`src/rtl/mem_port_arbiter.sv`:
```
`default_nettype none
// ============================================================================
// Module   : mem_port_arbiter
// Brief    : Shares one SRAM-like port between fetch and data requesters and
//            routes in-order responses through an ID FIFO.
//            Optional ARB_ROUND_ROBIN_EN: round-robin tie break instead of
//            fixed DATA-over-INST priority.
// Revision : 1.0 - initial release
// ============================================================================
module mem_port_arbiter #(
  parameter int OUTSTANDING = 2
) (
  input  logic        clk,
  input  logic        reset,
  input  logic        inst_req,
  input  logic [31:0] inst_addr,
  output logic        inst_addr_ok,
  output logic        inst_data_ok,
  output logic [31:0] inst_rdata,
  input  logic        inst_cancel,
  input  logic        data_req,
  input  logic        data_wr,
  input  logic [1:0]  data_size,
  input  logic [3:0]  data_wstrb,
  input  logic [31:0] data_addr,
  input  logic [31:0] data_wdata,
  output logic        data_addr_ok,
  output logic        data_data_ok,
  output logic [31:0] data_rdata,
  output logic        mem_req,
  output logic        mem_wr,
  output logic [1:0]  mem_size,
  output logic [3:0]  mem_wstrb,
  output logic [31:0] mem_addr,
  output logic [31:0] mem_wdata,
  input  logic        mem_addr_ok,
  input  logic        mem_data_ok,
  input  logic [31:0] mem_rdata,
  output logic        busy,
  output logic        proto_err
);

  localparam int PTR_W = (OUTSTANDING > 1) ? $clog2(OUTSTANDING) : 1;
  localparam int CNT_W = $clog2(OUTSTANDING + 1);
  localparam logic [PTR_W-1:0] c_last_ptr = PTR_W'(OUTSTANDING - 1);
  localparam logic [CNT_W-1:0] c_full_cnt = CNT_W'(OUTSTANDING);
  localparam logic             c_id_inst  = 1'b0;
  localparam logic             c_id_data  = 1'b1;

  typedef enum logic [1:0] {
    ST_IDLE      = 2'd0,
    ST_HOLD_INST = 2'd1,
    ST_HOLD_DATA = 2'd2
  } state_t;

  state_t           r_state;
  logic [CNT_W-1:0] r_count;
  logic [PTR_W-1:0] r_wptr;
  logic [PTR_W-1:0] r_rptr;
  logic             r_fifo_id   [OUTSTANDING];
  logic             r_fifo_disc [OUTSTANDING];
  logic             r_proto_err;
`ifdef ARB_ROUND_ROBIN_EN
  logic             r_last_data;
`endif

  logic w_full;
  logic w_empty;
  logic w_pick_data;
  logic w_sel_data;
  logic w_any;
  logic w_push;
  logic w_pop;
  logic w_head_id;
  logic w_head_disc;

  assign w_full  = (r_count == c_full_cnt);
  assign w_empty = (r_count == '0);

`ifdef ARB_ROUND_ROBIN_EN
  // On a tie, the requester not granted last time wins
  assign w_pick_data = data_req && (!inst_req || !r_last_data);
`else
  assign w_pick_data = data_req;
`endif

  always_comb begin
    w_sel_data = 1'b0;
    w_any      = 1'b0;
    case (r_state)
      ST_IDLE: begin
        w_any      = data_req | inst_req;
        w_sel_data = w_pick_data;
      end
      ST_HOLD_INST: w_any = 1'b1;
      ST_HOLD_DATA: begin
        w_any      = 1'b1;
        w_sel_data = 1'b1;
      end
      default: ;
    endcase
  end

  assign mem_req   = w_any & ~w_full & ~reset;
  assign mem_wr    = w_sel_data & data_wr;
  assign mem_size  = w_sel_data ? data_size  : 2'd2;
  assign mem_wstrb = w_sel_data ? data_wstrb : 4'd0;
  assign mem_addr  = w_sel_data ? data_addr  : inst_addr;
  assign mem_wdata = w_sel_data ? data_wdata : 32'd0;

  assign w_push       = mem_req & mem_addr_ok;
  assign w_pop        = mem_data_ok & ~w_empty;
  assign inst_addr_ok = w_push & ~w_sel_data;
  assign data_addr_ok = w_push &  w_sel_data;

  assign w_head_id    = r_fifo_id[r_rptr];
  assign w_head_disc  = r_fifo_disc[r_rptr];
  // A cancel arriving with the head's response suppresses it as well
  assign inst_data_ok = w_pop & (w_head_id == c_id_inst) & ~w_head_disc & ~inst_cancel;
  assign data_data_ok = w_pop & (w_head_id == c_id_data);
  assign inst_rdata   = mem_rdata;
  assign data_rdata   = mem_rdata;

  assign busy      = (r_count != '0) || (r_state != ST_IDLE);
  assign proto_err = r_proto_err;

  always_ff @(posedge clk or posedge reset) begin
    if (reset) begin
      r_state <= ST_IDLE;
    end else begin
      case (r_state)
        ST_IDLE: begin
          if (mem_req && !mem_addr_ok)
            r_state <= w_sel_data ? ST_HOLD_DATA : ST_HOLD_INST;
        end
        ST_HOLD_INST, ST_HOLD_DATA: begin
          if (w_push) r_state <= ST_IDLE;
        end
        default: r_state <= ST_IDLE;
      endcase
    end
  end

  always_ff @(posedge clk or posedge reset) begin
    if (reset) begin
      r_count     <= '0;
      r_wptr      <= '0;
      r_rptr      <= '0;
      r_proto_err <= 1'b0;
      for (int i = 0; i < OUTSTANDING; i++) begin
        r_fifo_id[i]   <= c_id_inst;
        r_fifo_disc[i] <= 1'b0;
      end
    end else begin
      if (inst_cancel) begin
        for (int i = 0; i < OUTSTANDING; i++) begin
          if (r_fifo_id[i] == c_id_inst) r_fifo_disc[i] <= 1'b1;
        end
      end
      // The pushed entry overrides any stale cancel marking of its slot
      if (w_push) begin
        r_fifo_id[r_wptr]   <= w_sel_data ? c_id_data : c_id_inst;
        r_fifo_disc[r_wptr] <= ~w_sel_data & inst_cancel;
        r_wptr              <= (r_wptr == c_last_ptr) ? '0 : r_wptr + 1'b1;
      end
      if (w_pop) begin
        r_rptr <= (r_rptr == c_last_ptr) ? '0 : r_rptr + 1'b1;
      end
      case ({w_push, w_pop})
        2'b10:   r_count <= r_count + 1'b1;
        2'b01:   r_count <= r_count - 1'b1;
        default: r_count <= r_count;
      endcase
      if (mem_data_ok && w_empty) r_proto_err <= 1'b1;
    end
  end

`ifdef ARB_ROUND_ROBIN_EN
  always_ff @(posedge clk or posedge reset) begin
    if (reset) begin
      r_last_data <= 1'b0;
    end else if (w_push) begin
      r_last_data <= w_sel_data;
    end
  end
`endif

endmodule
`default_nettype wire
```
`config.mk`:
```
export PLATFORM = sky130hd
export DESIGN_NAME = mem_port_arbiter
export DESIGN_NICKNAME = d
export VERILOG_FILES = /design/src/rtl/mem_port_arbiter.sv
export SDC_FILE = /design/constraint.sdc
export NUM_CORES = 1
export LEC_CHECK = 0
export ABC_AREA = 1
export CAP_MARGIN = 20
export CORE_AREA = 2 2 109 111
export CTS_CLUSTER_SIZE = 10
export DETAILED_ROUTE_END_ITERATION = 8
export DIE_AREA = 0 0 111 113
export GPL_ROUTABILITY_DRIVEN = 0
export REMOVE_ABC_BUFFERS = 1
export SLEW_MARGIN = 0
export SYNTH_ARGS = -nofsm -noshare
export SYNTH_HDL_FRONTEND = slang
export SYNTH_SLANG_ARGS = --single-unit
```
`constraint.sdc`:
```
create_clock -name clk -period 5.8 [get_ports clk]
set_clock_uncertainty 0.2 [all_clocks]
set_input_delay 1.16 -clock clk [delete_from_list [all_inputs] [get_ports clk]]
set_output_delay 1.16 -clock clk [all_outputs]
set_load 0.005 [all_outputs]
```
Yosys cells after proc, flatten, opt, wreduce, memory -nomap -nowiden
Cells that the tools add are included.
{ "op_classes": {"addsub": 4, "magnitude_cmp": 3, "eq_ne": 7, "mux": 28, "bitwise": 22, "n_reduce_logical": 12} }
{ "ops": {"columns": ["op", "count"], "rows": [
  ["32-bit two-way mux", 2],
  ["1-bit bitwise AND", 12],
  ["1-bit two-way mux", 12],
  ["2-bit two-way mux", 6],
  ["2-bit case mux with 2 select lines", 2],
  ["1-bit inverter", 7],
  ["2-bit == test, second input constant", 3],
  ["2-bit nonzero test", 3],
  ["2-bit bitwise mux", 2],
  ["2-bit by 1-bit == test with 1-bit output, second input constant", 2],
  ["2-bit >= comparator, second input constant", 2],
  ["2-bit logical NOT", 2],
  ["4-bit two-way mux", 1],
  ["1-bit inverter with 2-bit output", 2],
  ["1-bit case mux with 2 select lines", 2],
  ["1-bit logical AND", 3],
  ["1-bit adder, second input constant", 2],
  ["2-bit by 1-bit adder with 2-bit output, second input constant", 1],
  ["2-bit by 1-bit less-than comparator with 1-bit output, second input constant", 1],
  ["2-bit by 1-bit inequality test with 1-bit output, second input constant", 1],
  ["2-bit inequality test, second input constant", 1],
  ["2-bit AND reduction", 1],
  ["2-bit OR reduction", 1],
  ["2-bit by 1-bit subtractor with 2-bit output, second input constant", 1],
  ["4 further kinds", 4]
]} }
{ "totals": {"register_bits": 11, "input_bits": 142, "out_inout_bits": 142, "word_cells": 85} }

Logic depth before layout (Yosys ltp)
{ "depth": {"word_depth": 8, "ltp_mapped": 9} }

Worst setup path after synthesis
Ideal clock, no wire load.
{ "synth_timing": {"path_kind": "input-to-output", "start": "in reset", "end": "out data_addr_ok", "t_arrival_ns": 1.985, "required_time_ns": 4.440, "path_slack_ns": 2.455, "stages": 5, "n_path_buf": 0, "cell_sequence": "inv_1 nand2_1 nor2_4 nand3_4 nor2_1"} }
{ "synth_via": {"elab_chain_cells": 4} }
{ "synth_lines": {"columns": ["item", "line", "rtl"], "rows": [
  ["start: declaration", "14", "input logic reset,"],
  ["1-bit inverter", "104", "assign mem_req = w_any & ~w_full & ~reset;"],
  ["1-bit bitwise AND", "104", null],
  ["1-bit bitwise AND", "111", "assign w_push = mem_req & mem_addr_ok;"],
  ["1-bit bitwise AND", "114", "assign data_addr_ok = w_push & w_sel_data;"],
  ["end: declaration", "27", "output logic data_addr_ok,"]
]} }
No other way between the ends.

Worst setup path after layout
{ "layout_timing": {"start": "in data_req", "end": "out mem_addr[3]"} }
{ "layout_via": {"elab_chain_cells": 2} }
{ "layout_lines": {"columns": ["item", "line", "rtl"], "rows": [
  ["start: declaration", "21", "input logic data_req,"],
  ["1-bit case mux with 2 select lines", "90", "case (r_state)"],
  ["32-bit two-way mux", "108", "assign mem_addr = w_sel_data ? data_addr : inst_addr;"],
  ["end: declaration", "34", "output logic [31:0] mem_addr,"]
]} }
No other way between the ends.

==> run_results.csv <==
group,metric,value,unit
run_status,outcome,"completed",
power_and_ir_drop,p_int,672,uW
sta,period_minus_slack,4650,ps
yosys,synth_top_cell_area_share,27.5,%
critical_path,cpMaxStageDelayCell,"buf_4",
final_layout,seq_area,275,sq um
critical_path,crit_path_max_fanout,65,
clock_tree,htreeDepth,1,
yosys,ys.warnings.count,0,
clock_tree,post_cts_buffers,0,
critical_path,crit_required,4440,ps
sta,setup_viol,0,
final_layout,antenna-diode-count,0,
critical_path,r2r_slack,3620,ps
clock_tree,clk_latency,240,ps
sta,rsz0062_at_grt,"false",
clock_tree,clockBufferDepth,2,
global_routing,antenna_found_initial,0,
yosys,avgSynthCellArea,5.78,sq um
yosys,yosys.area.top_type,"buf_4",
floorplanning,io_pins,284,
critical_path,arrival,3290,ps
hold_path,hold_class,"reg2reg",
clock_tree,cts.clk_slew.worst_paths,40,ps
floorplanning,coreArea,11300,sq um
detailed_routing,wl_per_cell,17.9,um
clock_tree,cts-buffers-inserted,3,
global_routing,gr-usage-all-layers,16.2,%
yosys,synthDistinctLibCells,24,
sta,slew_violations,0,
run,maxCapViolCount,0,
floorplanning,initial_core_util,17.0,%
final_layout,multi_input_area,857,sq um
final_layout,final_cell_area,3470,sq um
critical_path,cp_num_buf_inv,4,
yosys,netlist_instances,331,
detailed_routing,drt_pass1_iterations,4,
clock_tree,clkSinkCount,11,
place,dp.cells,587,
power_and_ir_drop,power.switching,467,uW
critical_path,startpoint_type,"input pin",
final_layout,area_growth,81.6,%
yosys,seq_area_frac_synth,14.4,%
power_and_ir_drop,p_leak,1.67,nW
place,placed_area,3390,sq um
final_layout,n_fill_cell,1229,
floorplanning,die_h,113,um
floorplanning,fp.dieW,111,um
final_layout,layout-drive-gt1-share,3.13,%
clock_tree,root_buffer,"clkbuf_16",
yosys,synth_seq_cells,11,
place,dpl_worst_slack,1160,ps
global_routing,grt_max_degree,66,
global_routing,grt_overflow,0,
critical_path,cpMostUsedCell,"nand2_1",
power_and_ir_drop,combPwrFrac,76.8,%
detailed_routing,route.detailed.drc,0,
global_routing,grt_pass1_vias,2468,
sta,whs,258,ps
final_layout,nets,595,
detailed_routing,num_vias,2376,
global_routing,grt_pass1_wl,15200,um
critical_path,critical-path-max-stage-delay,560,ps
power_and_ir_drop,pwr-share-clk,11.0,%
yosys,synth_area,1910,sq um
sta,fin_crit_sh,80.2,%
final_layout,post-route-util,30.8,%
power_and_ir_drop,swShare,41.0,%
detailed_routing,drt-total-wl,10600,um
clock_tree,cts_tree,"yes",
power_and_ir_drop,fin_total_pwr,1.14,mW
sta,hold_viol_final,0,
final_layout,layout_commonest_cell,"clkdlybuf4s50_1",
critical_path,critPathCaptureType,"output port",
clock_tree,ctsHoldBuffers,0,
detailed_routing,ant_nets,0,
sta,tns,0,ps
power_and_ir_drop,power_frac_seq,12.2,%
place,hpwl,9400,um
floorplanning,dieArea,12500,sq um
yosys,synthTopCellsByArea,"buf_4 (27%), nand2_1 (22%), dfrtp_1 (14%)",
sta,slew_headroom,55.7,%
final_layout,final_cell_mix,"clkdlybuf4s50_1 (187), nand2_1 (112), inv_1 (53), nor2_1 (45), dfrtp_1 (11)",
detailed_routing,drt_iter0_drc,99,
critical_path,crit_chain,"clkdlybuf4s50_1, nand2_1, inv_1, nor2_4, buf_4, nand2_1, nand2_1, clkdlybuf4s50_1",
critical_path,crit_type,"in2out",
sta,fmaxAchievable,215,MHz
place,io_buffers,187,
critical_path,crit_family,"buffers and inverters",
clock_tree,cts_resized,0,
detailed_routing,vias_per_cell,4.02,
final_layout,stdcell_count,591,
sta,max_slew.worst_pin.slew,663,ps
floorplanning,rows,39,
power_and_ir_drop,power_density,328,nW/um^2
sta,worst_slack,1150,ps
power_and_ir_drop,vdd_drop_max,183,uV
[kinds of logic (layout without fill, tap and decap cells)]
kind of cell               after synthesis  after routing  share of synthesized area, %
buffers and inverters                  129            246                          41.0
AOI/OAI and AO/OA                       12             12                          3.40
and+or+nand+nor                        171            171                          36.7
DFF                                     11             11                          14.4
adders and majority gates                4              4                          2.62
xor gates and xnor gates                 4              4                          1.83
[layout make-up]
class                           count  area share, %
Multi-Input combinational cell    191           24.7
Timing Repair Buffer              188           54.1
Sequential cell                    11           7.93
Clock buffer                        4           2.27
Tap cell                          143           5.15
Inverter                           54           5.84
[registers in the layout, summed over array words and instances (netlist names)]
signal	cells
proto_err	1
r_wptr	1
r_state	2
r_fifo_disc	2
r_rptr	1
r_fifo_id	2
r_count	2
[metal layers]
metal | wire (um) | part of all wire (%) | track usage [%]
met5 | 53 | 0.50 | 5.49
met4 | 27 | 0.26 | 1.42
met3 | 2100 | 20 | 13.3
met2 | 4200 | 40 | 23.6
met1 | 4210 | 40 | 18.6
[power by group through the flow]
| stage | clock network [mW] | logic, mW | registers [mW] |
|---|---|---|---|
| floorplan | 0 | 0.368 | 0.133 |
| global placement | 0 | 0.869 | 0.137 |
| detailed placement | 0 | 0.883 | 0.139 |
| CTS | 0.127 | 0.890 | 0.139 |
| global route | 0.131 | 0.971 | 0.143 |
| finish | 0.125 | 0.875 | 0.139 |
[path summary, 6_finish.rpt]
| path | from | to | cells past startpoint |
|---|---|---|---|
| worst max-delay path | data_req | mem_addr[3] | 8 |
| worst min-delay path | proto_err$_DFFE_PP0P_ | proto_err$_DFFE_PP0P_ | 1 |
| worst max register to register | r_state[0]$_DFFE_PP0P_ | r_count[1]$_DFFE_PP0P_ | 9 |
| worst min register to register | proto_err$_DFFE_PP0P_ | proto_err$_DFFE_PP0P_ | 1 |
| max in group asynchronous | reset | r_state[1]$_DFFE_PP0P_ | 2 |
| min in group asynchronous | reset | r_count[1]$_DFFE_PP0P_ | 2 |
[Yosys cell counts]
cell type / number
nand3_2: 1
buf_4: 70
or2_2: 1
a21o_1: 1
inv_2: 1
inv_1: 53
nand3_4: 1
a211oi_1: 1
dfrtp_1: 11
xor2_1: 3
a21oi_1: 3
nor2_2: 2
nor3_1: 1
o21ai_1: 3
and2_1: 1
ha_1: 4
o21ai_0: 4
buf_6: 5
xnor2_1: 1
nand2_2: 1
nand2_1: 112
nor2_1: 45
nor2_4: 3
nand3_1: 3
[worst register-to-register path, stage by stage (launching register included)]
cell and delay, ps:
dfrtp_1 390, inv_1 90, ha_1 240, nand2_1 110, nand3_2 130, nand3_4 170
ha_1 350, a21oi_1 110, o21ai_0 100, xor2_1 160
No activity file was read; power rests on OpenSTA's default activity.
